===== src/rtl/mandel_pkg.sv =====
// Shared types and default widths for the Mandelbrot pixel dispatcher.
package mandel_pkg;
   localparam int FRAC        = 28;
   localparam int WORD_LENGTH = 32;
   localparam int COORD_W     = 11;
   localparam int DEPTH_W     = 11;

   typedef enum logic [2:0] {
      ST_IDLE, ST_LAUNCH, ST_ARM, ST_WAIT, ST_EMIT, ST_ADVANCE
   } disp_state_t;

   typedef struct packed {
      logic [DEPTH_W-1:0] depth;
      logic [COORD_W-1:0] x;
      logic [COORD_W-1:0] y;
      logic               sof;
      logic               eol;
   } pixel_beat_t;

   // A zero frame dimension is treated as one pixel/line.
   function automatic logic [COORD_W-1:0] at_least_one(input logic [COORD_W-1:0] v);
      return (v == '0) ? COORD_W'(1) : v;
   endfunction
endpackage


===== src/rtl/mandel_pixel_dispatcher_if.sv =====
// Calculator handshake plus outgoing pixel stream of the dispatcher.
interface mandel_pixel_dispatcher_if;
   import mandel_pkg::*;
   logic                   calc_start;
   logic [COORD_W-1:0]     calc_x, calc_y;
   logic [WORD_LENGTH-1:0] calc_re_c, calc_im_c;
   logic [DEPTH_W-1:0]     calc_max_iter;
   logic                   calc_done;
   logic [DEPTH_W-1:0]     calc_depth;
   logic                   px_valid, px_ready;
   logic [DEPTH_W-1:0]     px_depth;
   logic [COORD_W-1:0]     px_x, px_y;
   logic                   px_sof, px_eol;

   modport master (
      output calc_start, calc_x, calc_y, calc_re_c, calc_im_c, calc_max_iter,
             px_valid, px_depth, px_x, px_y, px_sof, px_eol,
      input  calc_done, calc_depth, px_ready
   );
   modport slave (
      input  calc_start, calc_x, calc_y, calc_re_c, calc_im_c, calc_max_iter,
             px_valid, px_depth, px_x, px_y, px_sof, px_eol,
      output calc_done, calc_depth, px_ready
   );
endinterface


===== src/rtl/mandel_pixel_dispatcher_coord_stepper.sv =====
// Raster x/y counters with the matching complex-plane accumulators.
module coord_stepper
   import mandel_pkg::*;
(
   input  logic                   sysclk,
   input  logic                   reset_n,
   input  logic                   load,
   input  logic                   adv,
   input  logic [WORD_LENGTH-1:0] ld_re,
   input  logic [WORD_LENGTH-1:0] ld_im,
   input  logic [WORD_LENGTH-1:0] re_origin,
   input  logic [WORD_LENGTH-1:0] step,
   input  logic [COORD_W-1:0]     width,
   input  logic [COORD_W-1:0]     height,
   output logic [COORD_W-1:0]     x,
   output logic [COORD_W-1:0]     y,
   output logic [WORD_LENGTH-1:0] re_acc,
   output logic [WORD_LENGTH-1:0] im_acc,
   output logic                   last_x,
   output logic                   last_pixel
);
   logic [COORD_W-1:0]     x_q, x_d, y_q, y_d;
   logic [WORD_LENGTH-1:0] re_q, re_d, im_q, im_d;

   assign last_x     = (x_q == width - COORD_W'(1));
   assign last_pixel = last_x && (y_q == height - COORD_W'(1));

   always_comb begin
      x_d  = x_q;
      y_d  = y_q;
      re_d = re_q;
      im_d = im_q;
      if (load) begin
         x_d  = '0;
         y_d  = '0;
         re_d = ld_re;
         im_d = ld_im;
      end else if (adv) begin
         if (last_x) begin
            // New line: image rows run downward in the imaginary axis.
            x_d  = '0;
            y_d  = y_q + COORD_W'(1);
            re_d = re_origin;
            im_d = im_q - step;
         end else begin
            x_d  = x_q + COORD_W'(1);
            re_d = re_q + step;
         end
      end
   end

   always_ff @(posedge sysclk or negedge reset_n) begin
      if (!reset_n) begin
         x_q  <= '0;
         y_q  <= '0;
         re_q <= '0;
         im_q <= '0;
      end else begin
         x_q  <= x_d;
         y_q  <= y_d;
         re_q <= re_d;
         im_q <= im_d;
      end
   end

   assign x      = x_q;
   assign y      = y_q;
   assign re_acc = re_q;
   assign im_acc = im_q;
endmodule


===== src/rtl/mandel_pixel_dispatcher.sv =====
// Walks a frame in raster order, runs one calculator per pixel, streams {depth,x,y}.
module mandel_pixel_dispatcher
   import mandel_pkg::*;
(
   input  logic                   sysclk,
   input  logic                   reset_n,
   input  logic                   frame_start,
   input  logic [COORD_W-1:0]     cfg_width,
   input  logic [COORD_W-1:0]     cfg_height,
   input  logic [DEPTH_W-1:0]     cfg_max_iter,
   input  logic [WORD_LENGTH-1:0] cfg_re_origin,
   input  logic [WORD_LENGTH-1:0] cfg_im_origin,
   input  logic [WORD_LENGTH-1:0] cfg_step,
   mandel_pixel_dispatcher_if.master io,
   output logic                   busy
);
   disp_state_t            state_q, state_d;
   logic                   busy_q, busy_d, start_q, start_d, valid_q, valid_d;
   pixel_beat_t            beat_q, beat_d;
   logic [COORD_W-1:0]     width_q, width_d, height_q, height_d;
   logic [DEPTH_W-1:0]     max_iter_q, max_iter_d;
   logic [WORD_LENGTH-1:0] re_org_q, re_org_d, im_org_q, im_org_d, step_q, step_d;
   logic                   load, adv, last_x, last_pixel;
   logic [COORD_W-1:0]     x, y;

   coord_stepper u_step (
      .sysclk, .reset_n, .load, .adv,
      .ld_re(cfg_re_origin), .ld_im(cfg_im_origin),
      .re_origin(re_org_q), .step(step_q), .width(width_q), .height(height_q),
      .x, .y, .re_acc(io.calc_re_c), .im_acc(io.calc_im_c), .last_x, .last_pixel
   );

   always_comb begin
      state_d    = state_q;
      busy_d     = busy_q;
      start_d    = 1'b0;
      valid_d    = valid_q;
      beat_d     = beat_q;
      width_d    = width_q;
      height_d   = height_q;
      max_iter_d = max_iter_q;
      re_org_d   = re_org_q;
      im_org_d   = im_org_q;
      step_d     = step_q;
      load       = 1'b0;
      adv        = 1'b0;
      case (state_q)
         ST_IDLE: if (frame_start) begin
            width_d    = at_least_one(cfg_width);
            height_d   = at_least_one(cfg_height);
            max_iter_d = cfg_max_iter;
            re_org_d   = cfg_re_origin;
            im_org_d   = cfg_im_origin;
            step_d     = cfg_step;
            load       = 1'b1;
            busy_d     = 1'b1;
            start_d    = 1'b1;
            state_d    = ST_LAUNCH;
         end
         ST_LAUNCH: state_d = ST_ARM;
         // done may still be high from the previous pixel; wait for it to clear.
         ST_ARM: if (!io.calc_done) state_d = ST_WAIT;
         ST_WAIT: if (io.calc_done) begin
            beat_d  = '{depth: io.calc_depth, x: x, y: y,
                        sof: (x == '0) && (y == '0), eol: last_x};
            valid_d = 1'b1;
            state_d = ST_EMIT;
         end
         ST_EMIT: if (io.px_ready) begin
            valid_d = 1'b0;
            state_d = ST_ADVANCE;
         end
         ST_ADVANCE: if (last_pixel) begin
            busy_d  = 1'b0;
            state_d = ST_IDLE;
         end else begin
            adv     = 1'b1;
            start_d = 1'b1;
            state_d = ST_LAUNCH;
         end
         default: state_d = ST_IDLE;
      endcase
   end

   always_ff @(posedge sysclk or negedge reset_n) begin
      if (!reset_n) begin
         state_q    <= ST_IDLE;
         busy_q     <= 1'b0;
         start_q    <= 1'b0;
         valid_q    <= 1'b0;
         beat_q     <= '0;
         width_q    <= '0;
         height_q   <= '0;
         max_iter_q <= '0;
         re_org_q   <= '0;
         im_org_q   <= '0;
         step_q     <= '0;
      end else begin
         state_q    <= state_d;
         busy_q     <= busy_d;
         start_q    <= start_d;
         valid_q    <= valid_d;
         beat_q     <= beat_d;
         width_q    <= width_d;
         height_q   <= height_d;
         max_iter_q <= max_iter_d;
         re_org_q   <= re_org_d;
         im_org_q   <= im_org_d;
         step_q     <= step_d;
      end
   end

   assign busy             = busy_q;
   assign io.calc_start    = start_q;
   assign io.calc_x        = x;
   assign io.calc_y        = y;
   assign io.calc_max_iter = max_iter_q;
   assign io.px_valid      = valid_q;
   assign io.px_depth      = beat_q.depth;
   assign io.px_x          = beat_q.x;
   assign io.px_y          = beat_q.y;
   assign io.px_sof        = beat_q.sof;
   assign io.px_eol        = beat_q.eol;
endmodule

===== src/flat_wrapper.sv =====
// flat-port wrapper written by rule: the top's interface ports become plain ports
module mandel_pixel_dispatcher_flat import mandel_pkg::*;
  (sysclk, reset_n, frame_start, cfg_width, cfg_height, cfg_max_iter, cfg_re_origin, cfg_im_origin, cfg_step, busy, io_calc_start, io_calc_x, io_calc_y, io_calc_re_c, io_calc_im_c, io_calc_max_iter, io_px_valid, io_px_depth, io_px_x, io_px_y, io_px_sof, io_px_eol, io_calc_done, io_calc_depth, io_px_ready);
  mandel_pixel_dispatcher_if io_i ();
  input  logic sysclk;
  input  logic reset_n;
  input  logic frame_start;
  input  logic [COORD_W-1:0] cfg_width;
  input  logic [COORD_W-1:0] cfg_height;
  input  logic [DEPTH_W-1:0] cfg_max_iter;
  input  logic [WORD_LENGTH-1:0] cfg_re_origin;
  input  logic [WORD_LENGTH-1:0] cfg_im_origin;
  input  logic [WORD_LENGTH-1:0] cfg_step;
  output logic busy;
  output wire logic [$bits(io_i.calc_start)-1:0] io_calc_start;
  output wire logic [$bits(io_i.calc_x)-1:0] io_calc_x;
  output wire logic [$bits(io_i.calc_y)-1:0] io_calc_y;
  output wire logic [$bits(io_i.calc_re_c)-1:0] io_calc_re_c;
  output wire logic [$bits(io_i.calc_im_c)-1:0] io_calc_im_c;
  output wire logic [$bits(io_i.calc_max_iter)-1:0] io_calc_max_iter;
  output wire logic [$bits(io_i.px_valid)-1:0] io_px_valid;
  output wire logic [$bits(io_i.px_depth)-1:0] io_px_depth;
  output wire logic [$bits(io_i.px_x)-1:0] io_px_x;
  output wire logic [$bits(io_i.px_y)-1:0] io_px_y;
  output wire logic [$bits(io_i.px_sof)-1:0] io_px_sof;
  output wire logic [$bits(io_i.px_eol)-1:0] io_px_eol;
  input wire logic [$bits(io_i.calc_done)-1:0] io_calc_done;
  input wire logic [$bits(io_i.calc_depth)-1:0] io_calc_depth;
  input wire logic [$bits(io_i.px_ready)-1:0] io_px_ready;
  assign io_calc_start = io_i.calc_start;
  assign io_calc_x = io_i.calc_x;
  assign io_calc_y = io_i.calc_y;
  assign io_calc_re_c = io_i.calc_re_c;
  assign io_calc_im_c = io_i.calc_im_c;
  assign io_calc_max_iter = io_i.calc_max_iter;
  assign io_px_valid = io_i.px_valid;
  assign io_px_depth = io_i.px_depth;
  assign io_px_x = io_i.px_x;
  assign io_px_y = io_i.px_y;
  assign io_px_sof = io_i.px_sof;
  assign io_px_eol = io_i.px_eol;
  assign io_i.calc_done = io_calc_done;
  assign io_i.calc_depth = io_calc_depth;
  assign io_i.px_ready = io_px_ready;
  mandel_pixel_dispatcher u_core (.sysclk(sysclk), .reset_n(reset_n), .frame_start(frame_start), .cfg_width(cfg_width), .cfg_height(cfg_height), .cfg_max_iter(cfg_max_iter), .cfg_re_origin(cfg_re_origin), .cfg_im_origin(cfg_im_origin), .cfg_step(cfg_step), .io(io_i), .busy(busy));
endmodule

===== config.mk =====
export PLATFORM = sky130hd
export DESIGN_NAME = mandel_pixel_dispatcher_flat
export DESIGN_NICKNAME = d
export VERILOG_FILES = /design/src/rtl/mandel_pkg.sv /design/src/rtl/mandel_pixel_dispatcher_if.sv /design/src/rtl/mandel_pixel_dispatcher_coord_stepper.sv /design/src/rtl/mandel_pixel_dispatcher.sv /design/src/flat_wrapper.sv
export SDC_FILE = /design/constraint.sdc
export NUM_CORES = 1
export LEC_CHECK = 0
export BUFFER_PORTS_ARGS = -buffer_cell sky130_fd_sc_hd__buf_2
export CAP_MARGIN = 0
export CORE_MARGIN = 2
export CORE_UTILIZATION = 47
export CTS_CLUSTER_DIAMETER = 30
export CTS_CLUSTER_SIZE = 40
export DETAILED_ROUTE_END_ITERATION = 10
export PLACE_DENSITY = 0.74
export REMOVE_ABC_BUFFERS = 1
export SLEW_MARGIN = 20
export SYNTH_ARGS = -nofsm -noshare
export SYNTH_HDL_FRONTEND = slang
export SYNTH_SLANG_ARGS = --single-unit

===== constraint.sdc =====
create_clock -name sysclk -period 4.31 [get_ports sysclk]
set_input_delay 0.431 -clock sysclk [delete_from_list [all_inputs] [get_ports sysclk]]
set_output_delay 0.431 -clock sysclk [all_outputs]
set_load 0.1 [all_outputs]

==> results of run 1 <==
[timing repair]
item | 4_1_cts | 5_1_grt
hold buffers | 1 | 0
setup buffers | 0 | 0
endpoints found under the setup margin | 0 | 0
hold endpoints to repair | 81 | 0
[state kept, by name, summed over array words and instances, names as in the netlist]
| register | flops |
|---|---|
| u_core.busy | 1 |
| u_core.height_q | 11 |
| u_core.io.calc_max_iter | 11 |
| u_core.io.calc_start | 1 |
| u_core.io.px_depth | 11 |
| u_core.io.px_eol | 1 |
| u_core.io.px_sof | 1 |
| u_core.io.px_valid | 1 |
| u_core.io.px_x | 11 |
| u_core.io.px_y | 11 |
| u_core.re_org_q | 32 |
| u_core.state_q | 3 |
| u_core.step_q | 32 |
| u_core.u_step.im_acc | 32 |
| u_core.u_step.re_acc | 32 |
| u_core.u_step.x | 11 |
| u_core.u_step.y | 11 |
| u_core.width_q | 11 |
[cells in the final DEF (no fill, tap or decap), types with 8 or more instances in the layout]
cell / n
o22ai_1: 8
nand4_1: 13
nand3_1: 23
bufinv_16: 11
a31oi_1: 31
clkinv_2: 8
a21oi_1: 84
mux2_2: 29
o21a_1: 13
inv_1: 65
o21ai_0: 116
a21o_1: 25
and3_1: 13
o21bai_1: 12
clkbuf_16: 53
mux2i_1: 14
nor2_1: 103
nand2b_1: 12
clkinv_4: 8
or3_1: 12
nor3_1: 25
buf_4: 14
nor2b_1: 13
o211ai_1: 8
a211oi_1: 13
nand2_1: 326
xnor2_1: 49
dfrtp_1: 224
buf_2: 278
ha_1: 68
o31ai_1: 9
xor2_1: 39
nor4_1: 16
[how the worst max path moves through the flow]
stage                             from                       end  slack, ns  cells past startpoint
floorplan            u_core.state_q[1]  u_core.u_step.re_acc[31]      -0.59                      6
CTS                 u_core.height_q[4]  u_core.u_step.re_acc[26]       0.55                     10
global placement     u_core.width_q[0]  u_core.u_step.re_acc[29]       0.72                     12
global route         u_core.width_q[0]  u_core.u_step.re_acc[26]       0.25                     13
finish              u_core.height_q[4]  u_core.u_step.re_acc[26]       0.50                     10
detailed placement  u_core.height_q[4]  u_core.u_step.re_acc[26]       0.56                     10
[area by class of cell]
cell class                 instances  area [µm²]
multi-input combinational       1179        7210
inverter                          66         248
timing repair buffer             296        1560
sequential                       224        5610
tap                              378         473
antenna                            3        7.51
fill                            2471       10900
clock inverter                    36         549
clock buffer                      62        1390
[stage by stage]
step           hold slack, ns  cell area, µm²  worst slack [ns]
6_report               0.0669           17000             0.498
5_1_grt                0.0637           17000             0.246
4_1_cts                0.0512           17000             0.550
3_5_place_dp            0.462           15100             0.557
3_3_place_gp            0.450           15100             0.720
2_1_floorplan           0.135           13000            -0.589
[per-layer routing]
metal  vias up  GRT usage (%)  part of all wire [%]
met1      5867           33.2                    43
met5         -              0                 0.031
met4         2           9.00                   3.0
met2       444           42.8                    47
li1       5979              -                     -
met3        85           5.30                   6.9
[worst register-to-register path, cell delays in order, from the launching register on]
cell       delay, ns
dfrtp_1         0.45
or4_1           0.64
o311ai_0        0.42
o41ai_1         0.14
o2111ai_1       0.53
nor2_2          0.10
nor3_2          0.58
nor2_4          0.08
buf_4           0.27
a222oi_1        0.33
o211ai_1        0.14
[cells by family (layout without fill, tap and decap cells)]
logic type | Yosys count | count (layout)
and+or+nand+nor | 595 | 595
AOI/OAI and AO/OA | 383 | 383
DFF | 224 | 224
buffers and inverters | 144 | 460
xor gates and xnor gates | 88 | 88
adders and majority gates | 70 | 70
muxes | 43 | 43
other | 0 | 3
==> impl_summary.log, run 1 <==
INFO  metric detail-route-antenna-nets = 0
INFO  metric cts.sink_count = 224
INFO  metric synth-compound-area-share = 17.9%
INFO  metric detailed_routing_iterations_pass_1 = 5
INFO  metric vias = 12.4k
INFO  metric skew_pair_late_insertion_delay = 0.56 ns
INFO  metric setup_total_negative_slack = 0 ns
INFO  metric fmaxAchievable = 0.262 GHz
INFO  metric worst-path-max-fanout = 19
INFO  metric synth_seq_cells = 224
INFO  metric syn_warnings = 0
INFO  metric port_buffers = 279
INFO  metric synth_top_area_share = 41.9%
INFO  metric r2r-start = u_core.height_q[4]
INFO  metric number_of_distinct_library_cells_after_synthesis = 80
INFO  metric clk_transition_reported_paths = 0.05 ns
INFO  metric reg2reg_to = u_core.u_step.re_acc[26]
INFO  metric max_capacitance_violation_count = 0
INFO  metric dpl.cell_count = 2142
INFO  metric grt_pass1_wl = 63000 µm
INFO  metric worst_path_dominant_cell_family = compound AO/OA/AOI/OAI gates
INFO  metric nets_finish = 2035
INFO  metric critical_path_arrival = 4.24 ns
INFO  metric number_of_global_route_vias_before_repair = 12.4k
INFO  metric gr_overflow_total = 0
INFO  metric layout_worst_path_cycle_share = 88.4%
INFO  metric area_of_the_placeable_core = 0.0279 mm²
INFO  metric synth.mux.area_fraction = 3.49%
INFO  metric sequential_fraction_of_the_synthesis_area = 41.9%
INFO  metric worst_slew_margin_rel = 37.3%
INFO  metric yosys.area_share.simple = 19.9%
INFO  metric worst_hold_path.endpoint = u_core.step_q[31]
INFO  metric report.final.slew_viol_count = 0
INFO  metric reg2regPathDepth = 10
INFO  metric fp-row-count = 61
INFO  metric final_layout_size_suffix_gt1_share = 23.8%
INFO  metric yosys_most_used_dff = dfrtp_1
INFO  metric synthTopCellsByCount = 327 x nand2_1, 224 x dfrtp_1, 116 x o21ai_0
INFO  metric flow.area_growth_from_synthesis = 27.3%
INFO  metric viasPerCell = 5.52
INFO  metric report.final.hold_viol_count = 0
INFO  metric worstHoldPathType = input pin to flop
INFO  metric tightest_slew = 0.940 ns
INFO  metric floorplan.die.height = 173 µm
INFO  metric die_width = 173 µm
INFO  metric grt_max_degree = 114
INFO  metric setup.reg_to_reg.worst_slack = 0.50 ns
INFO  metric rsz_0062_raised_after_global_routing = no
INFO  metric finalNonFillerCells = 2244
INFO  metric whs_path_depth = 3
INFO  metric drc = 0
INFO  metric cp_num_buf_inv = 1
INFO  metric cts.repair.resized = 0
INFO  metric setup_violations = 0
INFO  metric cts.htree.levels = 2
INFO  metric yosysMostFrequentCell = nand2_1
INFO  metric finalWeightedCongestion = 0.928
INFO  metric number_of_instances_in_the_synthesized_netlist = 1547
INFO  metric netlist_area = 0.0134 mm²
INFO  metric outcome = finished, final reports clean
INFO  metric synth_top_family_by_area = simple AND/OR/NAND/NOR gates
INFO  metric timing.setup.critical_path_class = flop to flop
INFO  metric final.min_clock_period = 3.81 ns
INFO  metric clock_tree.buffer_depth = 3
INFO  metric finalCoreUtilization = 61.0%
INFO  metric totalWireLength = 38900 µm
INFO  metric yosys.area_share.adder = 6.65%
INFO  metric critPathMaxStageDelay = 0.63 ns
INFO  metric crit_path_end_kind = flop
INFO  metric root_buffer = clkbuf_16
INFO  metric fp.dieArea = 0.0299 mm²
INFO  metric synth_area_leader_cell = dfrtp_1
INFO  metric drt-initial-drc-count = 819
INFO  metric tritoncts = built
INFO  metric worst_clock_skew = 0.0281 ns
INFO  metric synth-edff-count = 0
INFO  metric synth.area.top_cells = dfrtp_1 42%, nand2_1 9.2%, ha_1 6.4%
INFO  metric synth_xor_area_share = 5.76%
INFO  metric grt_use_total = 25.6%
INFO  metric antenna_found_initial = 4
INFO  metric synth_area_per_cell = 8.65 µm²
INFO  metric wl_per_cell = 17.3 µm
INFO  metric worst_ep_required_time = 4.74 ns
INFO  metric ordered_cell_list_for_the_critical_path = or4_1 -> o311ai_0 -> o41ai_1 -> o2111ai_1 -> nor2_2 -> nor3_2 -> nor2_4 -> buf_4 -> a222oi_1 -> o211ai_1
INFO  metric floorplan.initialDensity = 47.9%
INFO  metric crit_path_start_kind = flop
INFO  metric hold_path_startpoint = cfg_step[31]
INFO  metric crit_path_top_delay_cell = or4_1
INFO  metric place.detailed.hpwl = 27900 µm
INFO  metric design.portCount = 280
INFO  metric inserted_clock_buffers = 53
INFO  metric async_flop_share = 100%
Power of run 1 is left out: the tool's default activity adds up to more than one toggle a clock period on the data nets, which glitch-free logic cannot reach.
==> run 2, diff against run 1 <==
--- a/config.mk
+++ b/config.mk
@@ -13,6 +13,7 @@
 export CTS_CLUSTER_SIZE = 40
 export DETAILED_ROUTE_END_ITERATION = 10
 export PLACE_DENSITY = 0.74
+export RECOVER_POWER = 25
 export REMOVE_ABC_BUFFERS = 1
 export SLEW_MARGIN = 20
 export SYNTH_ARGS = -nofsm -noshare
==> run 2 against run 1 <==
  * Critical path depth is the same
  * Critical path type unchanged
  * Flip-flop and latch count stayed put
  * The run now ends with max-capacitance violations, max-slew violations left
  * First-iteration DRC count is the same
  * Wire length hardly changed
  * Worst setup slack about the same
==> impl_summary.log, run 2 (synthesis gave the netlist of run 1 again) <==
INFO  metric tritoncts = built (unchanged)
INFO  metric setup.reg_to_reg.worst_slack = 0.50 ns (about the same)
INFO  metric most_common_library_cell_in_the_layout_ignoring_fill_and_taps = nand2_1 (unchanged)
INFO  metric setup_violations = 0 (unchanged)
INFO  metric grt_pass1_wl = 63000 µm (unchanged)
INFO  metric place.detailed.hpwl = 27900 µm (unchanged)
INFO  metric critical_path_arrival = 4.24 ns (about the same)
INFO  metric global_route.usage.met2 = 42.8% (unchanged)
INFO  metric cts.htree.levels = 2 (unchanged)
INFO  metric gr_overflow_total = 0 (unchanged)
INFO  metric vias = 12.4k (about the same)
INFO  metric cts.repair.resized = 0 (unchanged)
INFO  metric layout_worst_path_cycle_share = 88.5% (was 88.4%)
INFO  metric critPathMaxStageDelay = 0.63 ns (about the same)
INFO  metric worst_clock_skew = 0.0281 ns (about the same)
INFO  metric finalNonFillerCells = 2244 (unchanged)
INFO  metric area_of_the_placeable_core = 0.0279 mm² (unchanged)
INFO  metric post-cts-setup-buffers = 0 (unchanged)
INFO  metric cts.sink_count = 224 (unchanged)
INFO  metric die_width = 173 µm (unchanged)
INFO  metric root_buffer = clkbuf_16 (unchanged)
INFO  metric crit_path_end_kind = flop (unchanged)
INFO  metric nets_finish = 2035 (unchanged)
INFO  metric report.final.slew_viol_count = 101 (was 0)
INFO  metric worst_hold_path.endpoint = u_core.step_q[31] (unchanged)
INFO  metric tightest_slew = 2.62 ns (was 0.940 ns)
INFO  metric r2r-start = u_core.height_q[4] (unchanged)
INFO  metric fillers = 2472 (was 2471)
INFO  metric totalWireLength = 38900 µm (about the same)
INFO  metric crit_path_start_kind = flop (unchanged)
INFO  metric fmaxAchievable = 0.262 GHz (about the same)
INFO  metric placement.cell_area = 0.0151 mm² (unchanged)
INFO  metric crit_path_top_delay_cell = or4_1 (unchanged)
INFO  metric outcome = complete, but fails checks (was finished, final reports clean)
INFO  metric finalWeightedCongestion = 0.928 (unchanged)
INFO  metric clk_transition_reported_paths = 0.05 ns (about the same)
INFO  metric viasPerCell = 5.52 (about the same)
INFO  metric clock_tree.buffer_depth = 3 (unchanged)
INFO  metric floorplan.initialDensity = 47.9% (unchanged)
INFO  metric final.min_clock_period = 3.81 ns (about the same)
INFO  metric final_cell_mix = 326 x nand2_1, 278 x buf_2, 224 x dfrtp_1 (unchanged)
INFO  metric grt_max_degree = 114 (unchanged)
INFO  metric number_of_global_route_vias_before_repair = 12.4k (unchanged)
INFO  metric cts_hold_buf = 1 (unchanged)
INFO  metric floorplan.die.height = 173 µm (unchanged)
INFO  metric final_layout_size_suffix_gt1_share = 23.8% (unchanged)
INFO  metric grt_use_total = 25.6% (unchanged)
INFO  metric rsz_0062_raised_after_global_routing = no (unchanged)
INFO  metric use_met1 = 33.2% (unchanged)
INFO  metric design.portCount = 280 (unchanged)
INFO  metric reg2reg_to = u_core.u_step.re_acc[26] (unchanged)
INFO  metric max_capacitance_violation_count = 1 (was 0)
INFO  metric fp-row-count = 61 (unchanged)
INFO  metric fp.dieArea = 0.0299 mm² (unchanged)
INFO  metric use_met3 = 5.30% (unchanged)
INFO  metric wl_per_cell = 17.3 µm (about the same)
INFO  metric worstHoldPathType = input pin to flop (unchanged)
INFO  metric worst-path-max-fanout = 19 (unchanged)
INFO  metric detailed_routing_iterations_pass_1 = 5 (unchanged)
INFO  metric worst_ep_required_time = 4.74 ns (about the same)
INFO  metric report.final.hold_viol_count = 0 (unchanged)
INFO  metric antenna_found_initial = 4 (unchanged)
INFO  metric dpl.cell_count = 2142 (unchanged)
INFO  metric whs_path_depth = 3 (unchanged)
INFO  metric flow.area_growth_from_synthesis = 27.2% (was 27.3%)
INFO  metric drt-initial-drc-count = 819 (unchanged)
INFO  metric port_buffers = 279 (unchanged)
INFO  metric postLayoutCellArea = 0.0170 mm² (about the same)
INFO  metric inserted_clock_buffers = 53 (unchanged)
INFO  metric reg2regPathDepth = 10 (unchanged)
INFO  metric worst_slew_margin_rel = -74.9% (was 37.3%)
INFO  metric grt_busiest_layer = met2 (unchanged)
INFO  metric hold_path_startpoint = cfg_step[31] (unchanged)
INFO  metric detail-route-antenna-nets = 0 (unchanged)
INFO  metric violations = max-capacitance violations, max-slew violations
INFO  metric timing.setup.critical_path_class = flop to flop (unchanged)
INFO  metric skew_pair_late_insertion_delay = 0.56 ns (about the same)
INFO  metric drc = 0 (unchanged)
INFO  metric ordered_cell_list_for_the_critical_path = or4_1 -> o311ai_0 -> o41ai_1 -> o2111ai_1 -> nor2_2 -> nor3_2 -> nor2_4 -> buf_4 -> a222oi_1 -> o211ai_1 (unchanged)
run 2: cell types whose count changed in the layout (fill, tap and decap cells not counted), sizes merged:
cell    before  now
clkbuf      62   63
buf        295  294
run 2: critical path: cells and delay by family (launching register included):
| family | cells | cell delay [ns] |
|---|---|---|
| compound gates | 5 | 1.55 |
| buf+inv | 1 | 0.27 |
| flops | 1 | 0.45 |
| simple gates | 4 | 1.39 |
run 2: final cells by class:
cell class,count,area (µm²),area share [%]
Timing Repair Buffer,296,1550,9.11
Clock inverter,36,549,3.22
Sequential cell,224,5610,32.9
Clock buffer,62,1390,8.16
Multi-Input combinational cell,1179,7210,42.3
Inverter,66,248,1.45
Antenna cell,3,7.51,0.0441
Tap cell,378,473,2.78
run 2: layer usage:
layer | up-vias | part of all wire (%)
met3 | 85 | 6.9
met2 | 443 | 47
met1 | 5868 | 43
met5 | - | 0.031
li1 | 5980 | -
met4 | 2 | 3.0
run 2: metrics by stage:
step           setup TNS (ns)  setup WS (ns)  utilization (%)  hold WS [ns]
6_report                    0          0.498             61.0        0.0669
5_1_grt                     0          0.246             61.0        0.0637
4_1_cts                     0          0.550             61.0        0.0512
3_5_place_dp                0          0.557             54.0         0.462
3_3_place_gp                0          0.720             54.0         0.450
2_1_floorplan          -10.65         -0.589                -         0.135
run 2: how the worst max path moves through the flow:
stage	from	endpoint
floorplan	u_core.state_q[1]	u_core.u_step.re_acc[31]
detailed placement	u_core.height_q[4]	u_core.u_step.re_acc[26]
finish	u_core.height_q[4]	u_core.u_step.re_acc[26]
global placement	u_core.width_q[0]	u_core.u_step.re_acc[29]
CTS	u_core.height_q[4]	u_core.u_step.re_acc[26]
global route	u_core.width_q[0]	u_core.u_step.re_acc[26]
Power of run 2 is left out for the same reason.
==> run 3, diff against run 2 <==
--- a/config.mk
+++ b/config.mk
@@ -7,7 +7,6 @@
 export LEC_CHECK = 0
 export BUFFER_PORTS_ARGS = -buffer_cell sky130_fd_sc_hd__buf_2
 export CAP_MARGIN = 0
-export CORE_MARGIN = 2
 export CORE_UTILIZATION = 47
 export CTS_CLUSTER_DIAMETER = 30
 export CTS_CLUSTER_SIZE = 40
@@ -19,3 +18,4 @@
 export SYNTH_ARGS = -nofsm -noshare
 export SYNTH_HDL_FRONTEND = slang
 export SYNTH_SLANG_ARGS = --single-unit
+export TNS_END_PERCENT = 50
==> run 3 against run 2 <==
  * The flow still finishes with violations (max-capacitance violations, max-slew violations)
  * Flip-flop and latch count unchanged
  * First-iteration DRC count up 10%
  * Cell count up 0.18%
  * Clock-buffer cell count up 7
==> impl_summary.log, run 3 (synthesis gave the netlist of run 1 again) <==
INFO  metric design.portCount = 280 (unchanged)
INFO  metric fillers = 2433 (was 2472)
INFO  metric gr_overflow_total = 0 (unchanged)
INFO  metric port_buffers = 279 (unchanged)
INFO  metric final_layout_size_suffix_gt1_share = 23.7% (was 23.8%)
INFO  metric die_width = 171 µm (was 173 µm)
INFO  metric totalWireLength = 38600 µm (was 38900 µm)
INFO  metric worst_clock_skew = 0.0250 ns (was 0.0281 ns)
INFO  metric worst_slew_margin_rel = -17.2% (was -74.9%)
INFO  metric final.min_clock_period = 3.91 ns (was 3.81 ns)
INFO  metric nets_finish = 2037 (was 2035)
INFO  metric place.detailed.hpwl = 27000 µm (was 27900 µm)
INFO  metric detail-route-antenna-nets = 0 (unchanged)
INFO  metric fp-row-count = 61 (unchanged)
INFO  metric inserted_clock_buffers = 55 (was 53)
INFO  metric report.final.hold_viol_count = 0 (unchanged)
INFO  metric grt_max_degree = 133 (was 114)
INFO  metric area_of_the_placeable_core = 0.0279 mm² (unchanged)
INFO  metric tightest_slew = 1.76 ns (was 2.62 ns)
INFO  metric report.final.slew_viol_count = 35 (was 101)
INFO  metric rsz_0062_raised_after_global_routing = no (unchanged)
INFO  metric detailed_routing_iterations_pass_1 = 5 (unchanged)
INFO  metric outcome = complete, but fails checks (unchanged)
INFO  metric clock_tree.buffer_depth = 3 (unchanged)
INFO  metric antenna_found_initial = 5 (was 4)
INFO  metric grt_use_total = 26.3% (was 25.6%)
INFO  metric worstHoldPathType = input pin to flop (unchanged)
INFO  metric layout_worst_path_cycle_share = 90.8% (was 88.5%)
INFO  metric floorplan.initialDensity = 47.9% (unchanged)
INFO  metric fp.dieArea = 0.0292 mm² (was 0.0299 mm²)
INFO  metric viasPerCell = 5.51 (was 5.52)
INFO  metric max_capacitance_violation_count = 1 (unchanged)
INFO  metric worst_ep_required_time = 4.74 ns (about the same)
INFO  metric flow.area_growth_from_synthesis = 27.4% (was 27.2%)
INFO  metric setup_violations = 0 (unchanged)
INFO  metric ordered_cell_list_for_the_critical_path = or4_1 -> o311ai_0 -> o41ai_1 -> o2111ai_1 -> nor2_2 -> nor3_2 -> nor2_4 -> inv_2 -> o21ai_0 -> a221o_1 (was or4_1 -> o311ai_0 -> o41ai_1 -> o2111ai_1 -> nor2_2 -> nor3_2 -> nor2_4 -> buf_4 -> a222oi_1 -> o211ai_1)
INFO  metric grt_pass1_wl = 60800 µm (was 63000 µm)
INFO  metric crit_path_end_kind = flop (unchanged)
INFO  metric worst-path-max-fanout = 14 (was 19)
INFO  metric final_cell_mix = 326 x nand2_1, 278 x buf_2, 224 x dfrtp_1 (unchanged)
INFO  metric drt-initial-drc-count = 902 (was 819)
INFO  metric number_of_global_route_vias_before_repair = 11.9k (was 12.4k)
INFO  metric critPathMaxStageDelay = 0.63 ns (about the same)
INFO  metric post-cts-setup-buffers = 0 (unchanged)
INFO  metric floorplan.die.height = 171 µm (was 173 µm)
INFO  metric finalWeightedCongestion = 0.945 (was 0.928)
INFO  metric violations = max-capacitance violations, max-slew violations (unchanged)
INFO  metric tritoncts = built (unchanged)
INFO  metric cts.htree.levels = 2 (unchanged)
INFO  metric critical_path_arrival = 4.34 ns (was 4.24 ns)
INFO  metric crit_path_top_delay_cell = or4_1 (unchanged)
INFO  metric worst_hold_slack = 0.0544 ns (was 0.0669 ns)
INFO  metric vias = 12.4k (about the same)
INFO  metric wl_per_cell = 17.2 µm (was 17.3 µm)
INFO  metric setup_total_negative_slack = 0 ns (unchanged)
INFO  metric fmaxAchievable = 0.256 GHz (was 0.262 GHz)
INFO  metric most_common_library_cell_in_the_layout_ignoring_fill_and_taps = nand2_1 (unchanged)
INFO  metric root_buffer = clkbuf_16 (unchanged)
INFO  metric cts.sink_count = 224 (unchanged)
INFO  metric timing.setup.critical_path_class = flop to flop (unchanged)
INFO  metric drc = 0 (unchanged)
INFO  metric skew_pair_late_insertion_delay = 0.57 ns (was 0.56 ns)
INFO  metric crit_path_start_kind = flop (unchanged)
INFO  metric clk_transition_reported_paths = 0.05 ns (about the same)
run 3: cell types whose count changed in the layout (fill, tap and decap cells not counted), sizes merged:
cell	change
buf	-1
clkinv	-1
bufinv	-2
clkbuf	+8
run 3: worst paths after layout:
check | end | from | slack, ns | depth (start not counted)
max | u_core.u_step.re_acc[31] | u_core.height_q[4] | 0.40 | 10
min | u_core.io.calc_max_iter[9] | cfg_max_iter[9] | 0.05 | 3
max reg2reg | u_core.u_step.re_acc[31] | u_core.height_q[4] | 0.40 | 10
min reg2reg | u_core.re_org_q[10] | u_core.re_org_q[10] | 0.47 | 2
max in group asynchronous | u_core.u_step.im_acc[20] | reset_n | 0.73 | 4
min in group asynchronous | u_core.io.px_depth[2] | reset_n | 0.88 | 2
run 3: critical path, delay by kind of cell (launching register included):
kind | cells | cell delay, ns
AND/OR/NAND/NOR | 4 | 1.56
flip-flops | 1 | 0.44
buffers and inverters | 1 | 0.29
AO/OA/AOI/OAI | 5 | 1.47
run 3: timing repair:
item,4_1_cts,5_1_grt
endpoints found under the hold margin,0,33
hold buffers,0,1
resized for setup,0,0
run 3: cell type report:
class                           instances  area (µm²)  share of cell area [%]
Antenna cell                            3        7.51                  0.0440
Timing Repair Buffer                  296        1550                    9.11
Clock inverter                         33         477                    2.79
Multi-Input combinational cell       1179        7210                    42.2
Clock buffer                           69        1490                    8.73
Sequential cell                       224        5610                    32.9
Inverter                               66         248                    1.45
Tap cell                              378         473                    2.77
run 3: per-layer routing:
layer / vias up / wire [µm] / GRT usage, %
li1: 5982 / - / -
met3: 97 / 2600 / 5.37
met1: 5888 / 16600 / 33.4
met4: 4 / 1290 / 10.7
met5: - / 22 / 0
met2: 426 / 18200 / 43.7
run 3: metrics by stage:
stage                     setup WS [ns]  cells  instance area [µm²]  util, %
after detailed placement          0.466   2141                15100     54.0
after floorplan                  -0.589   1469                13000        -
after global placement            0.647   2141                15100     54.0
after global routing             0.0627   2245                17100     61.0
after CTS                         0.425   2243                17100     61.1
final                             0.398   2248                17100     61.1
Power of run 3 is left out for the same reason.
